**config.mk**
```make
export PLATFORM = sky130hd
export DESIGN_NAME = load_store_unit
export DESIGN_NICKNAME = d
export VERILOG_FILES = /design/src/rtl/load_store_unit_pkg.sv /design/src/rtl/load_store_unit_load_align.sv /design/src/rtl/load_store_unit.sv
export SDC_FILE = /design/constraint.sdc
export NUM_CORES = 1
export LEC_CHECK = 0
export ABC_AREA = 1
export CAP_MARGIN = 20
export CELL_PAD_IN_SITES_DETAIL_PLACEMENT = 0
export CELL_PAD_IN_SITES_GLOBAL_PLACEMENT = 2
export CORE_MARGIN = 4
export CORE_UTILIZATION = 36
export DETAILED_ROUTE_END_ITERATION = 6
export DONT_BUFFER_PORTS = 1
export GPL_ROUTABILITY_DRIVEN = 0
export PLACE_DENSITY_LB_ADDON = 0.1
export SLEW_MARGIN = 5
export SYNTH_ARGS = -nofsm -noshare
export SYNTH_HDL_FRONTEND = slang
export SYNTH_SLANG_ARGS = --single-unit
```
**constraint.sdc**
```tcl
create_clock -name i_clk -period 5.1 [get_ports i_clk]
set_clock_uncertainty 0.05 [all_clocks]
set_input_delay 0.255 -clock i_clk [delete_from_list [all_inputs] [get_ports i_clk]]
set_output_delay 0.255 -clock i_clk [all_outputs]
set_load 0.03 [all_outputs]
```
**src/rtl/load_store_unit_pkg.sv**
```systemverilog
// Shared definitions for the load/store unit: FSM states, FUNCT3 codes, TYPES bit
// positions and the legality/alignment rules applied to an incoming access.
package load_store_unit_pkg;

  typedef enum logic [0:0] {
    ST_IDLE = 1'b0,
    ST_REQ  = 1'b1
  } lsu_state_e;

  localparam logic [2:0] F3_LB  = 3'b000;
  localparam logic [2:0] F3_LH  = 3'b001;
  localparam logic [2:0] F3_LW  = 3'b010;
  localparam logic [2:0] F3_LBU = 3'b100;
  localparam logic [2:0] F3_LHU = 3'b101;
  localparam logic [2:0] F3_SB  = 3'b000;
  localparam logic [2:0] F3_SH  = 3'b001;
  localparam logic [2:0] F3_SW  = 3'b010;

  localparam int unsigned T_LOAD  = 4;
  localparam int unsigned T_STORE = 3;

  localparam int unsigned ACK_TIMEOUT_DEF = 255;

  // Access classes and FUNCT3 codes the unit cannot execute.
  function automatic logic is_illegal(input logic is_load, input logic is_store,
                                      input logic [2:0] f3);
    logic bad_load;
    logic bad_store;
    bad_load  = is_load && ((f3 == 3'b011) || (f3 == 3'b110) || (f3 == 3'b111));
    bad_store = is_store && (f3 >= 3'b011);
    return (is_load && is_store) || bad_load || bad_store;
  endfunction

  // FUNCT3[1:0] encodes access size for both loads and stores.
  function automatic logic is_misaligned(input logic [2:0] f3, input logic [1:0] addr_lo);
    case (f3[1:0])
      2'b01:   return addr_lo[0];
      2'b10:   return addr_lo != 2'b00;
      default: return 1'b0;
    endcase
  endfunction

endpackage

```
**src/rtl/load_store_unit_load_align.sv**
```systemverilog
// Extracts and extends the addressed byte/halfword/word from a read data word.
module load_align
  import load_store_unit_pkg::*;
(
  input  logic [31:0] i_rdata,
  input  logic [1:0]  i_addr_lo,
  input  logic [2:0]  i_funct3,
  output logic [31:0] o_data_c
);

  logic [31:0] w_shifted;
  logic [7:0]  w_byte;
  logic [15:0] w_half;

  always_comb begin
    w_shifted = i_rdata >> {i_addr_lo, 3'b000};
    w_byte    = w_shifted[7:0];
    w_half    = w_shifted[15:0];
    o_data_c  = i_rdata;
    case (i_funct3)
      F3_LB:   o_data_c = {{24{w_byte[7]}}, w_byte};
      F3_LH:   o_data_c = {{16{w_half[15]}}, w_half};
      F3_LW:   o_data_c = i_rdata;
      F3_LBU:  o_data_c = {24'd0, w_byte};
      F3_LHU:  o_data_c = {16'd0, w_half};
      default: o_data_c = i_rdata;
    endcase
  end

endmodule

```
**src/rtl/load_store_unit.sv**
```systemverilog
// Load/store unit: single-outstanding data-memory access with writeback, alignment
// checking and an ACK timeout; non-memory operations pass straight to writeback.
module load_store_unit
  import load_store_unit_pkg::*;
#(
  parameter int unsigned DATA_WIDTH  = 32,
  parameter int unsigned ACK_TIMEOUT = ACK_TIMEOUT_DEF
) (
  input  logic                  i_clk,
  input  logic                  i_rst,
  input  logic                  i_ex_valid,
  output logic                  o_ex_ready,
  input  logic [DATA_WIDTH-1:0] i_alu_out_in,
  input  logic [DATA_WIDTH-1:0] i_rs2_in,
  input  logic [2:0]            i_funct3,
  input  logic [6:0]            i_types,
  input  logic [4:0]            i_rd_in,
  output logic                  o_dmem_req,
  output logic                  o_dmem_we,
  output logic [DATA_WIDTH-1:0] o_dmem_addr,
  output logic [3:0]            o_dmem_be,
  output logic [DATA_WIDTH-1:0] o_dmem_wdata,
  input  logic                  i_dmem_ack,
  input  logic [DATA_WIDTH-1:0] i_dmem_rdata,
  output logic                  o_wb_valid,
  output logic                  o_wb_en,
  output logic [4:0]            o_wb_rd,
  output logic [DATA_WIDTH-1:0] o_wb_data,
  output logic                  o_fault
);

  localparam int unsigned CNT_W = $clog2(ACK_TIMEOUT + 1);

  lsu_state_e            r_state;
  logic                  r_ex_ready;
  logic [CNT_W-1:0]      r_cnt;
  logic                  r_dmem_req;
  logic                  r_dmem_we;
  logic [DATA_WIDTH-1:0] r_dmem_addr;
  logic [3:0]            r_dmem_be;
  logic [DATA_WIDTH-1:0] r_dmem_wdata;
  logic                  r_wb_valid;
  logic                  r_wb_en;
  logic [4:0]            r_wb_rd;
  logic [DATA_WIDTH-1:0] r_wb_data;
  logic                  r_fault;
  logic                  r_is_load;
  logic [4:0]            r_rd;
  logic [2:0]            r_funct3;
  logic [1:0]            r_addr_lo;

  logic                  w_is_load;
  logic                  w_is_store;
  logic                  w_bad;
  logic [1:0]            w_addr_lo;
  logic [3:0]            w_be;
  logic [DATA_WIDTH-1:0] w_wdata;
  logic [DATA_WIDTH-1:0] w_load_data;
  logic                  w_unused;

  assign w_is_load  = i_types[T_LOAD];
  assign w_is_store = i_types[T_STORE];
  assign w_addr_lo  = i_alu_out_in[1:0];
  assign w_bad      = is_illegal(w_is_load, w_is_store, i_funct3) ||
                      is_misaligned(i_funct3, w_addr_lo);
  assign w_unused   = ^{i_types[6:5], i_types[2:0]};

  // Byte lanes and replicated write data for the incoming access.
  always_comb begin
    w_be    = 4'b1111;
    w_wdata = i_rs2_in;
    case (i_funct3[1:0])
      2'b00: begin
        w_be    = 4'(4'b0001 << w_addr_lo);
        w_wdata = {4{i_rs2_in[7:0]}};
      end
      2'b01: begin
        w_be    = 4'(4'b0011 << w_addr_lo);
        w_wdata = {2{i_rs2_in[15:0]}};
      end
      default: begin
        w_be    = 4'b1111;
        w_wdata = i_rs2_in;
      end
    endcase
  end

  load_align u_load_align (
    .i_rdata   (i_dmem_rdata),
    .i_addr_lo (r_addr_lo),
    .i_funct3  (r_funct3),
    .o_data_c  (w_load_data)
  );

  always_ff @(posedge i_clk or posedge i_rst) begin
    if (i_rst) begin
      r_state      <= ST_IDLE;
      r_ex_ready   <= 1'b1;
      r_cnt        <= '0;
      r_dmem_req   <= 1'b0;
      r_dmem_we    <= 1'b0;
      r_dmem_addr  <= '0;
      r_dmem_be    <= '0;
      r_dmem_wdata <= '0;
      r_wb_valid   <= 1'b0;
      r_wb_en      <= 1'b0;
      r_wb_rd      <= '0;
      r_wb_data    <= '0;
      r_fault      <= 1'b0;
      r_is_load    <= 1'b0;
      r_rd         <= '0;
      r_funct3     <= '0;
      r_addr_lo    <= '0;
    end else begin
      r_wb_valid <= 1'b0;
      r_wb_en    <= 1'b0;
      r_fault    <= 1'b0;
      case (r_state)
        ST_IDLE: begin
          if (i_ex_valid) begin
            r_wb_rd <= i_rd_in;
            if (!w_is_load && !w_is_store) begin
              r_wb_valid <= 1'b1;
              r_wb_en    <= (i_rd_in != 5'd0);
              r_wb_data  <= i_alu_out_in;
            end else if (w_bad) begin
              r_wb_valid <= 1'b1;
              r_fault    <= 1'b1;
              r_wb_data  <= '0;
            end else begin
              r_state      <= ST_REQ;
              r_ex_ready   <= 1'b0;
              r_cnt        <= '0;
              r_dmem_req   <= 1'b1;
              r_dmem_we    <= w_is_store;
              r_dmem_addr  <= {i_alu_out_in[DATA_WIDTH-1:2], 2'b00};
              r_dmem_be    <= w_be;
              r_dmem_wdata <= w_wdata;
              r_is_load    <= w_is_load;
              r_rd         <= i_rd_in;
              r_funct3     <= i_funct3;
              r_addr_lo    <= w_addr_lo;
            end
          end
        end
        ST_REQ: begin
          // ACK takes priority over a timeout landing in the same cycle.
          if (i_dmem_ack) begin
            r_state    <= ST_IDLE;
            r_ex_ready <= 1'b1;
            r_dmem_req <= 1'b0;
            r_wb_valid <= 1'b1;
            r_wb_rd    <= r_rd;
            r_wb_en    <= r_is_load && (r_rd != 5'd0);
            r_wb_data  <= r_is_load ? w_load_data : '0;
          end else if (r_cnt == CNT_W'(ACK_TIMEOUT - 1)) begin
            r_state    <= ST_IDLE;
            r_ex_ready <= 1'b1;
            r_dmem_req <= 1'b0;
            r_wb_valid <= 1'b1;
            r_fault    <= 1'b1;
            r_wb_rd    <= r_rd;
            r_wb_data  <= '0;
          end else begin
            r_cnt <= r_cnt + CNT_W'(1);
          end
        end
        default: begin
          r_state    <= ST_IDLE;
          r_ex_ready <= 1'b1;
          r_dmem_req <= 1'b0;
        end
      endcase
    end
  end

  assign o_ex_ready   = r_ex_ready;
  assign o_dmem_req   = r_dmem_req;
  assign o_dmem_we    = r_dmem_we;
  assign o_dmem_addr  = r_dmem_addr;
  assign o_dmem_be    = r_dmem_be;
  assign o_dmem_wdata = r_dmem_wdata;
  assign o_wb_valid   = r_wb_valid;
  assign o_wb_en      = r_wb_en;
  assign o_wb_rd      = r_wb_rd;
  assign o_wb_data    = r_wb_data;
  assign o_fault      = r_fault;

endmodule

```
# Word-level counts from Yosys, hierarchy flattened
# Index checks and enable logic that the tools add are counted.
dict set report totals {
  register_bits 129
  word_cells 116
  output_inout_bits 111
  inputBits 115
}
dict set report classes {
  eq_ne 16
  n_addsub 1
  n_shift 3
  muxes 53
  n_reduce_logical 22
  magnitude_cmp 1
  bitwise 3
}
# cell n
set op_table {}
lappend op_table {{32-bit 2-to-1 mux} 6}
lappend op_table {{32-bit one-hot mux with 2 select lines} 2}
lappend op_table {{32-bit one-hot mux with 4 select lines} 1}
lappend op_table {{8-bit 2-to-1 mux} 5}
lappend op_table {{32-bit by 5-bit >> shifter with 16-bit output} 1}
lappend op_table {{1-bit 2-to-1 mux} 26}
lappend op_table {{8-bit one-hot mux with 2 select lines} 1}
lappend op_table {{5-bit 2-to-1 mux} 3}
lappend op_table {{1-bit one-hot mux with 2 select lines} 7}
lappend op_table {{3-bit == test, second input constant} 4}
lappend op_table {{2-bit inequality test, second input constant} 5}
lappend op_table {{5-bit one-hot mux with 2 select lines} 1}
lappend op_table {{5-bit nonzero test} 2}
lappend op_table {{8-bit by 1-bit adder with 8-bit output, second input constant} 1}
lappend op_table {{8-bit == test, second input constant} 1}
lappend op_table {{4-bit one-hot mux with 2 select lines} 1}
lappend op_table {{4-bit AND reduction} 2}
lappend op_table {{1-bit logical AND} 5}
lappend op_table {{1-bit logical OR} 5}
lappend op_table {{5-bit AND reduction} 1}
lappend op_table {{1-bit by 2-bit << shifter with 4-bit output, first input constant} 1}
lappend op_table {{2-bit by 2-bit << shifter with 4-bit output, first input constant} 1}
lappend op_table {{3-bit by 1-bit == test with 1-bit output, second input constant} 1}
lappend op_table {{3-bit by 2-bit == test with 1-bit output, second input constant} 1}
lappend op_table {{12 further kinds} 15}

# Logic depth before layout (Yosys ltp)
# Gate-level depths: netlist of run 1.
dict set report depth {
  depth_word 11
  ltp_mapped 13
  depth_no_buf 11
}

# By module
# Synthesis of run 1 repeated with hierarchy kept, for this count alone.
dict set report unflattened {
  hier_cells 927
  hier_area_um2 7183.1
}
# mod n_inst area_per_inst_um2 cells_per_inst
set by_module_without_submodules {}
lappend by_module_without_submodules {load_store_unit 1 6165.9 717}
lappend by_module_without_submodules {load_align 1 1017.2 210}

# Worst setup path after synthesis of run 1
# Ideal clock, no wire load.
dict set report synth_path {
  path_kind {input to register}
  from {input i_funct3[1]}
  to {register r_dmem_addr[31], in the netlist o_dmem_addr[31]}
  path_slack_ns 3.482
  path_stages 8
  arrival_ns 1.443
  setup_ns 0.125
  required_time_ns 4.925
  path_cell_list {inv_1 -> ha_1 -> nand2_1 -> nand2_1 -> nand3_2 -> nand4_4 -> buf_2 -> mux2_2}
}
dict set report synth_via {
  elab_chain_cells 9
  word_cells_on_any_way 16
  classes_between {order compare: 1; eq/ne: 5; mux: 1; bitwise: 1; reduce/logical: 8}
}
# element line_no
set synth_rtl {}
lappend synth_rtl {{start: declaration} load_store_unit.sv:15} ;# input logic [2:0] i_funct3,
lappend synth_rtl {{3-bit by 2-bit == test with 1-bit output or 3-bit == test (tied branches)} load_store_unit_pkg.sv:29} ;# bad_load = is_load && ((f3 == 3'b011) || (f3 == 3'b110) || (f3 == 3'b111));
lappend synth_rtl {{1-bit logical OR (2 in a row)} load_store_unit_pkg.sv:29}
lappend synth_rtl {{1-bit logical AND} load_store_unit_pkg.sv:29}
lappend synth_rtl {{1-bit logical OR (2 in a row)} load_store_unit_pkg.sv:31} ;# return (is_load && is_store) || bad_load || bad_store;
lappend synth_rtl {{1-bit logical OR (*)} load_store_unit.sv:64} ;# assign w_bad = is_illegal(w_is_load, w_is_store, i_funct3) ||
lappend synth_rtl {{1-bit NOT (no line) (*)} -}
lappend synth_rtl {{4-bit AND reduction (no line) (*)} -}
lappend synth_rtl {{end signal: assignment} load_store_unit.sv:136} ;# r_dmem_addr <= {i_alu_out_in[DATA_WIDTH-1:2], 2'b00};
lappend synth_rtl {{end: declaration} load_store_unit.sv:39} ;# logic [DATA_WIDTH-1:0] r_dmem_addr;
# Mark *: on every way between the ends. The rest lies on a longest branch, timed or not.
# A chain may end at the register's enable or synchronous reset.

# Worst setup path in the final report of run 1
dict set report layout_path {
  from {input i_funct3[1]}
  to {register r_dmem_addr[21], in the netlist o_dmem_addr[21]}
}
# Same word-level chain as after synthesis.

==> flow_metrics.tcl, run 1 <==
set metrics [dict create \
    cp.depth 9 \
    worstPathArrival_ps 3270 \
    die_h_um 143 \
    r2r_setup_slack_ps 2290 \
    synthFlopType "dfrtp_1" \
    vias_per_cell 5.14 \
    worst_slew_pin_slew_ps 1090 \
    outcome "complete, no violations" \
    syn_area_per_cell_um2 8.54 \
    grt_overflow 0 \
    yosysUniqueCellTypes 41 \
    clk_latency_ps 410 \
    drive_gt1_frac 0.109 \
    maxSlewHeadroom 0.273 \
    post_cts_buffers 0 \
    initial_core_util 0.367 \
    crit_top_cell "nand2_1" \
    synth.cell_area_mm2 0.00660 \
    yosysTopAreaCellShare 0.485 \
    crit_slowest_cell "nand4_4" \
    cts_buffers 17 \
    synth_edf_count 0 \
    hold_class "in -> reg" \
    fp-row-count 49 \
    clkSinkCount 129 \
    path_clk_slew_ps 60 \
    comb_power_share 0.171 \
    crit_family "buffers and inverters" \
    ant_nets 0 \
    core_area_mm2 0.0180 \
    vdd_drop_max_uv 240 \
    fmax_ghz 0.331 \
    vias 5517 \
    cts_root_buf "clkbuf_16" \
    die_w_um 143 \
    netlist_top_cells_area "dfrtp_1 49%, nand2_1 12%, mux2_2 5.6%" \
    drv_slew 0 \
    reg2reg_depth 6 \
    synthArstFlopShare 1.00 \
    final_common_cell "nand2_1" \
    crit_buf_inv 3 \
    grt_usage 0.194 \
    endpoint_kind "register" \
    ys_seq_area_frac 0.489 \
    firstDrtPassIters 4 \
    num_io_pins 226 \
    critPathMaxFanout 61 \
    wirelength_mm 20.1 \
    area_growth_syn_to_layout_pct 21.5 \
    cp-endpoint "o_dmem_addr[21]" \
    yosysWarnings 0 \
    crit_start "i_funct3[1]" \
    htreeDepth 4 \
    grt_pass1_wl_mm 31.2 \
    power_density_mw_per_mm2 484 \
    yosysTopAreaCell "dfrtp_1" \
    drt-initial-drc-count 280 \
    die-area_mm2 0.0206 \
    r2r-end "o_dmem_addr[21]" \
    finalCriticalPeriod_ps 3020 \
    swShare 0.409 \
    worst_hold_slack_ps 21.5 \
    antennaDiodeCount 0 \
    start_kind "input pin" \
    r2r-start "r_state" \
    tns_ps 0 \
    finalSetupViolCount 0 \
    ys_ff_latch 129 \
    p_sw_w 0.00159 \
    max_cap_viol_count 0 \
    cellLeakagePower_nw 3.80 \
    p_int_w 0.00230 \
    worstPathCellList "dlygate4sd3_1 -> inv_1 -> ha_1 -> nand2_1 -> nand2_1 -> nand3_2 -> nand4_4 -> buf_4 -> mux2_2" \
    final_cell_mix "216 x nand2_1, 128 x dfrtp_1, 76 x dlygate4sd3_1" \
    drc 0 \
    cts.path.max_buffers 2 \
    grt_max_degree 89 \
    synthCells 773 \
    post-route-period-util 0.592 \
    port_buffers 0 \
    rsz0062_at_grt "false" \
    wl_per_cell_um 18.7 \
    cts_resized 0 \
    cp.required_ps 5350 \
    clkPwrFrac 0.316 \
    criticalPathCategory "in -> reg" \
    layout.nets 952 \
    cts_tree "done" \
    slowest_delay_ps 580 \
    finalHoldViolations 0 \
    grt_pass1_vias 5743 \
    dpl.hpwl_mm 13.9 \
    antenna_found_initial 0 \
    seq_power_share 0.512 \
]
[cell usage after synthesis (3+ instances only)]
library cell  instances
nor2_1               27
mux2i_1               8
buf_2                20
a21boi_0             15
a22o_1                8
mux2_2               33
dfrtp_1             128
nor2_4                3
buf_6                 8
nor3_1                4
nand2_2               4
nand4_1               7
nand3_1              29
a21oi_1              61
o21ai_0              72
clkbuf_1              8
o21ai_1              30
nand3_2               3
inv_1                53
inv_2                 4
nand2_1             216
ha_1                  6
buf_4                 4
[metal layers]
| metal | global-route usage | share of wire |
|---|---|---|
| met5 | 0 | 0 |
| met4 | 0.0560 | 0.016 |
| met3 | 0.0642 | 0.071 |
| met2 | 0.326 | 0.49 |
| met1 | 0.240 | 0.42 |
[cells by family (layout without fill, tap and decap cells)]
logic type               count (synthesis)  after routing  synth area share
XOR/XNOR                                 2              2           0.00266
adder cells (fa/ha/maj)                  6              6            0.0114
multiplexers                            41             41            0.0685
other                                    1              2          0.000568
flip-flops                             129            129             0.489
AND/OR/NAND/NOR                        301            301             0.196
AO/OA/AOI/OAI                          193            193             0.159
buffers and inverters                  100            170            0.0724
[flip-flops by register name, summed over array words and instances, names as in the netlist, 2 cells and up]
signal and cells:
o_dmem_addr 30, o_dmem_be 4, o_dmem_wdata 32, o_wb_data 32, o_wb_rd 5, r_addr_lo 2
r_cnt 8, r_funct3 3, r_rd 5
[tightest hold or removal path, stage by stage]
cell and delay (ps):
nand2_1 30, nand2_1 60, nand2_1 50, nand2_1 50
[through the flow]
stage                     area (µm²)  instances  worst slack (ps)   util  total power (W)
final                           8020       1073              2080  0.446          0.00388
after global routing            8020       1073              1790  0.446          0.00409
after CTS                       8020       1073              2040  0.446          0.00393
after detailed placement        6660        965              2170  0.371          0.00264
after global placement          6660        965              2190  0.371          0.00262
after floorplan                 6600        774              1360      -          0.00244
[layout make-up]
| cell class | instances | area [µm²] |
|---|---|---|
| Inverter | 59 | 229 |
| Fill cell | 1780 | 9950 |
| Multi-Input combinational cell | 545 | 2890 |
| Timing Repair Buffer | 79 | 783 |
| Sequential cell | 129 | 3230 |
| Tap cell | 229 | 287 |
| Clock buffer | 18 | 439 |
| Clock inverter | 14 | 155 |
[power by group through the flow]
stage / Combinational, W / Sequential (W) / Clock (W)
detailed placement: 0.000628 / 0.00201 / 0
global route: 0.000774 / 0.00203 / 0.00129
floorplan: 0.000561 / 0.00188 / 0
finish: 0.000666 / 0.00199 / 0.00123
global placement: 0.000611 / 0.00201 / 0
CTS: 0.000678 / 0.00200 / 0.00125
[worst min-delay path by stage]
| stage | cells after the start | start | endpoint |
|---|---|---|---|
| final | 4 | i_alu_out_in[13] | o_wb_data[13] |
| after global routing | 2 | i_alu_out_in[1] | o_dmem_be[2] |
| after CTS | 4 | i_alu_out_in[11] | o_wb_data[11] |
| after detailed placement | 1 | i_rst | o_wb_data[10] |
| after global placement | 1 | i_rst | o_wb_data[10] |
| after floorplan | 1 | i_dmem_ack | o_fault |
[what timing repair did]
action / CTS / global route
endpoints found under the hold margin: 167 / 0
hold buffers: 76 / 0
endpoints found under the setup margin: 0 / 0
Note: power is estimated with default switching activity, not from simulation.
==> run 2, diff against run 1 <==
Settings changed: ABC_AREA 1 to 0, CORE_UTILIZATION 36 to 35.
Clock period 5.1 ns to 2.7 ns, I/O delays scaled along.
==> run 2 against run 1 <==
Compared with the run above:
- power is 110% higher
- final area is 5.3% higher
- sequential share of layout area is 2.0 points lower
- sequential power is 98% higher
- synthesized area is 0.42% lower
- clock power is 100% higher
- highest routed layer unchanged
==> flow_metrics.tcl, run 2 <==
set metrics [dict create \
    final.setup.worst_slack_ps 200 \
    dp_cells 802 \
    rsz0062_at_grt "false" \
    finalHoldViolations 0 \
    area_growth_syn_to_layout_pct 28.5 \
    synth_edf_count 0 \
    layout.nets 813 \
    outcome "complete, no violations" \
    yosys.cell_count.top_type "dfrtp_1" \
    grt_overflow 0 \
    drt-initial-drc-count 241 \
    cts.path.max_buffers 2 \
    drv_slew 0 \
    vdd_drop_max_uv 474 \
    netlist_top_cells_area "dfrtp_1 49%, mux2_2 14%, a22oi_1 3.8%" \
    antennaDiodeCount 0 \
    num_io_pins 226 \
    max_cap_viol_count 0 \
    firstDrtPassIters 5 \
    initial_core_util 0.361 \
    synthArstFlopShare 1.00 \
    worstPathArrival_ps 2800 \
    syn_area_per_cell_um2 11.0 \
    fin_cells 933 \
    ys_seq_area_frac 0.492 \
    die-area_mm2 0.0210 \
    worst_hold_slack_ps 11.7 \
    htreeDepth 4 \
    wirelength_mm 20.4 \
    cts_root_buf "clkbuf_16" \
    cp.required_ps 3000 \
    die_h_um 145 \
    clkPwrFrac 0.314 \
    comb_power_share 0.192 \
    swShare 0.381 \
    power_density_mw_per_mm2 945 \
    path_clk_slew_ps 60 \
    post-route-period-util 0.926 \
    fp-row-count 49 \
    finalSetupViolCount 0 \
    slowest_delay_ps 560 \
    worstPathCellList "nand2b_2 -> nor4_4 -> buf_12 -> nor2_1 -> a31oi_1 -> dlygate4sd3_1" \
    ant_nets 0 \
    grt_pass1_vias 5319 \
    cts_tree "done" \
    yosysWarnings 0 \
    crit_buf_inv 2 \
    critPathMaxFanout 86 \
    clkSinkCount 129 \
    p_sw_w 0.00304 \
    netlist_top_cells_count "128 x dfrtp_1, 81 x mux2_2, 44 x nor2_1, 40 x nand2_1, 33 x a22oi_1" \
    yosysTopAreaCell "dfrtp_1" \
    p_int_w 0.00494 \
    crit_family "buffers and inverters" \
    seq_power_share 0.493 \
    cts_buffers 17 \
    yosysTopAreaCellShare 0.488 \
    final_common_cell "dfrtp_1" \
    grt_pass1_wl_mm 32.0 \
    core_area_mm2 0.0182 \
    worst_slew_pin_slew_ps 861 \
    synthFlopType "dfrtp_1" \
    vias_per_cell 5.49 \
    maxSlewHeadroom 0.425 \
    final_cell_mix "128 x dfrtp_1, 100 x dlygate4sd3_1, 81 x mux2_2" \
    clk_latency_ps 410 \
    fmax_ghz 0.400 \
    start_kind "register" \
    vias 5125 \
    drive_gt1_frac 0.202 \
    drc 0 \
    cellLeakagePower_nw 3.59 \
    dpl.hpwl_mm 13.9 \
    finalCriticalPeriod_ps 2500 \
    criticalPathCategory "reg -> reg" \
    synthCells 599 \
    utilization 0.464 \
    tns_ps 0 \
    hold_class "in -> reg" \
    die_w_um 145 \
    endpoint_kind "register" \
    synth.cell_area_mm2 0.00657 \
    pre_cts_slack_ps 447 \
    wl_per_cell_um 21.9 \
    grt_max_degree 130 \
    yosysUniqueCellTypes 52 \
    grt_usage 0.192 \
    ys_ff_latch 129 \
    crit_slowest_cell "dlygate4sd3_1" \
    port_buffers 0 \
    post_cts_buffers 0 \
    antenna_found_initial 0 \
]
==> run 2: cell count changes after synthesis, moves of 17 or more <==
cell and change:
a21oi_1 -31, a22oi_1 +32, inv_1 -44, mux2_2 +48, nand2_1 -176, nand3_1 -17
nor2_1 +17, nor2b_1 +19, o211ai_1 +19, o21ai_0 -57, o21ai_1 -30
==> run 2: per-stage QoR <==
step | area [µm²] | total power [W]
2_1_floorplan | 6580 | 0.00491
3_3_place_gp | 6800 | 0.00529
3_5_place_dp | 6800 | 0.00534
4_1_cts | 8440 | 0.00807
5_1_grt | 8440 | 0.00840
6_report | 8440 | 0.00798
==> run 2: worst register-to-register path: cells and delay by family (launching register included) <==
family	cells	cell delay (ps)
buf+inv	2	920
simple gates	3	800
compound gates	1	150
flops	1	520
==> run 2: repair_timing <==
item                       4_1_cts  5_1_grt
hold buffers                   100        0
setup endpoints to repair        0        6
hold endpoints to repair       244        0
resized for setup                0        1
==> run 2: routing by layer <==
metal | track usage | share of wire | vias to the layer above
li1 | - | - | 2370
met2 | 0.318 | 0.48 | 191
met5 | 0 | 0 | -
met4 | 0.0641 | 0.020 | 0
met1 | 0.233 | 0.41 | 2539
met3 | 0.0711 | 0.085 | 25
==> run 2: kinds of logic (layout without fill, tap and decap cells) <==
| kind of cell | count (synthesis) | count (layout) | share of synthesized area |
|---|---|---|---|
| AOI/OAI and AO/OA | 145 | 145 | 0.152 |
| xor gates and xnor gates | 6 | 6 | 0.00800 |
| adders and majority gates | 6 | 6 | 0.0114 |
| buffers and inverters | 53 | 157 | 0.0421 |
| DFF | 129 | 129 | 0.492 |
| muxes | 104 | 104 | 0.176 |
| other | 1 | 2 | 0.000571 |
| and+or+nand+nor | 155 | 155 | 0.118 |
==> run 2: final timing paths <==
path	startpoint	end	slack [ps]	depth (start not counted)
min	i_dmem_rdata[31]	o_wb_data[31]	10	3
max	r_state	o_dmem_wdata[30]	200	6
min reg2reg	r_is_load	r_is_load	480	1
min in group asynchronous	i_rst	o_dmem_wdata[13]	340	3
max reg2reg	r_state	o_dmem_wdata[30]	200	6
max in group asynchronous	i_rst	o_wb_data[10]	1660	3
==> run 2: power groups by stage <==
stage,clock network [W],logic [W],registers [W]
5_1_grt,0.00267,0.00171,0.00402
3_3_place_gp,0,0.00132,0.00398
6_report,0.00251,0.00153,0.00394
4_1_cts,0.00257,0.00155,0.00396
2_1_floorplan,0,0.00116,0.00375
3_5_place_dp,0,0.00136,0.00398
==> run 2: layout make-up <==
| class | instances | area [µm²] |
|---|---|---|
| clock buffer | 20 | 467 |
| inverter | 9 | 37.5 |
| clock inverter | 11 | 175 |
| tap | 229 | 287 |
| sequential | 129 | 3230 |
| fill | 1683 | 9760 |
| timing repair buffer | 117 | 1170 |
| multi-input combinational | 418 | 3080 |
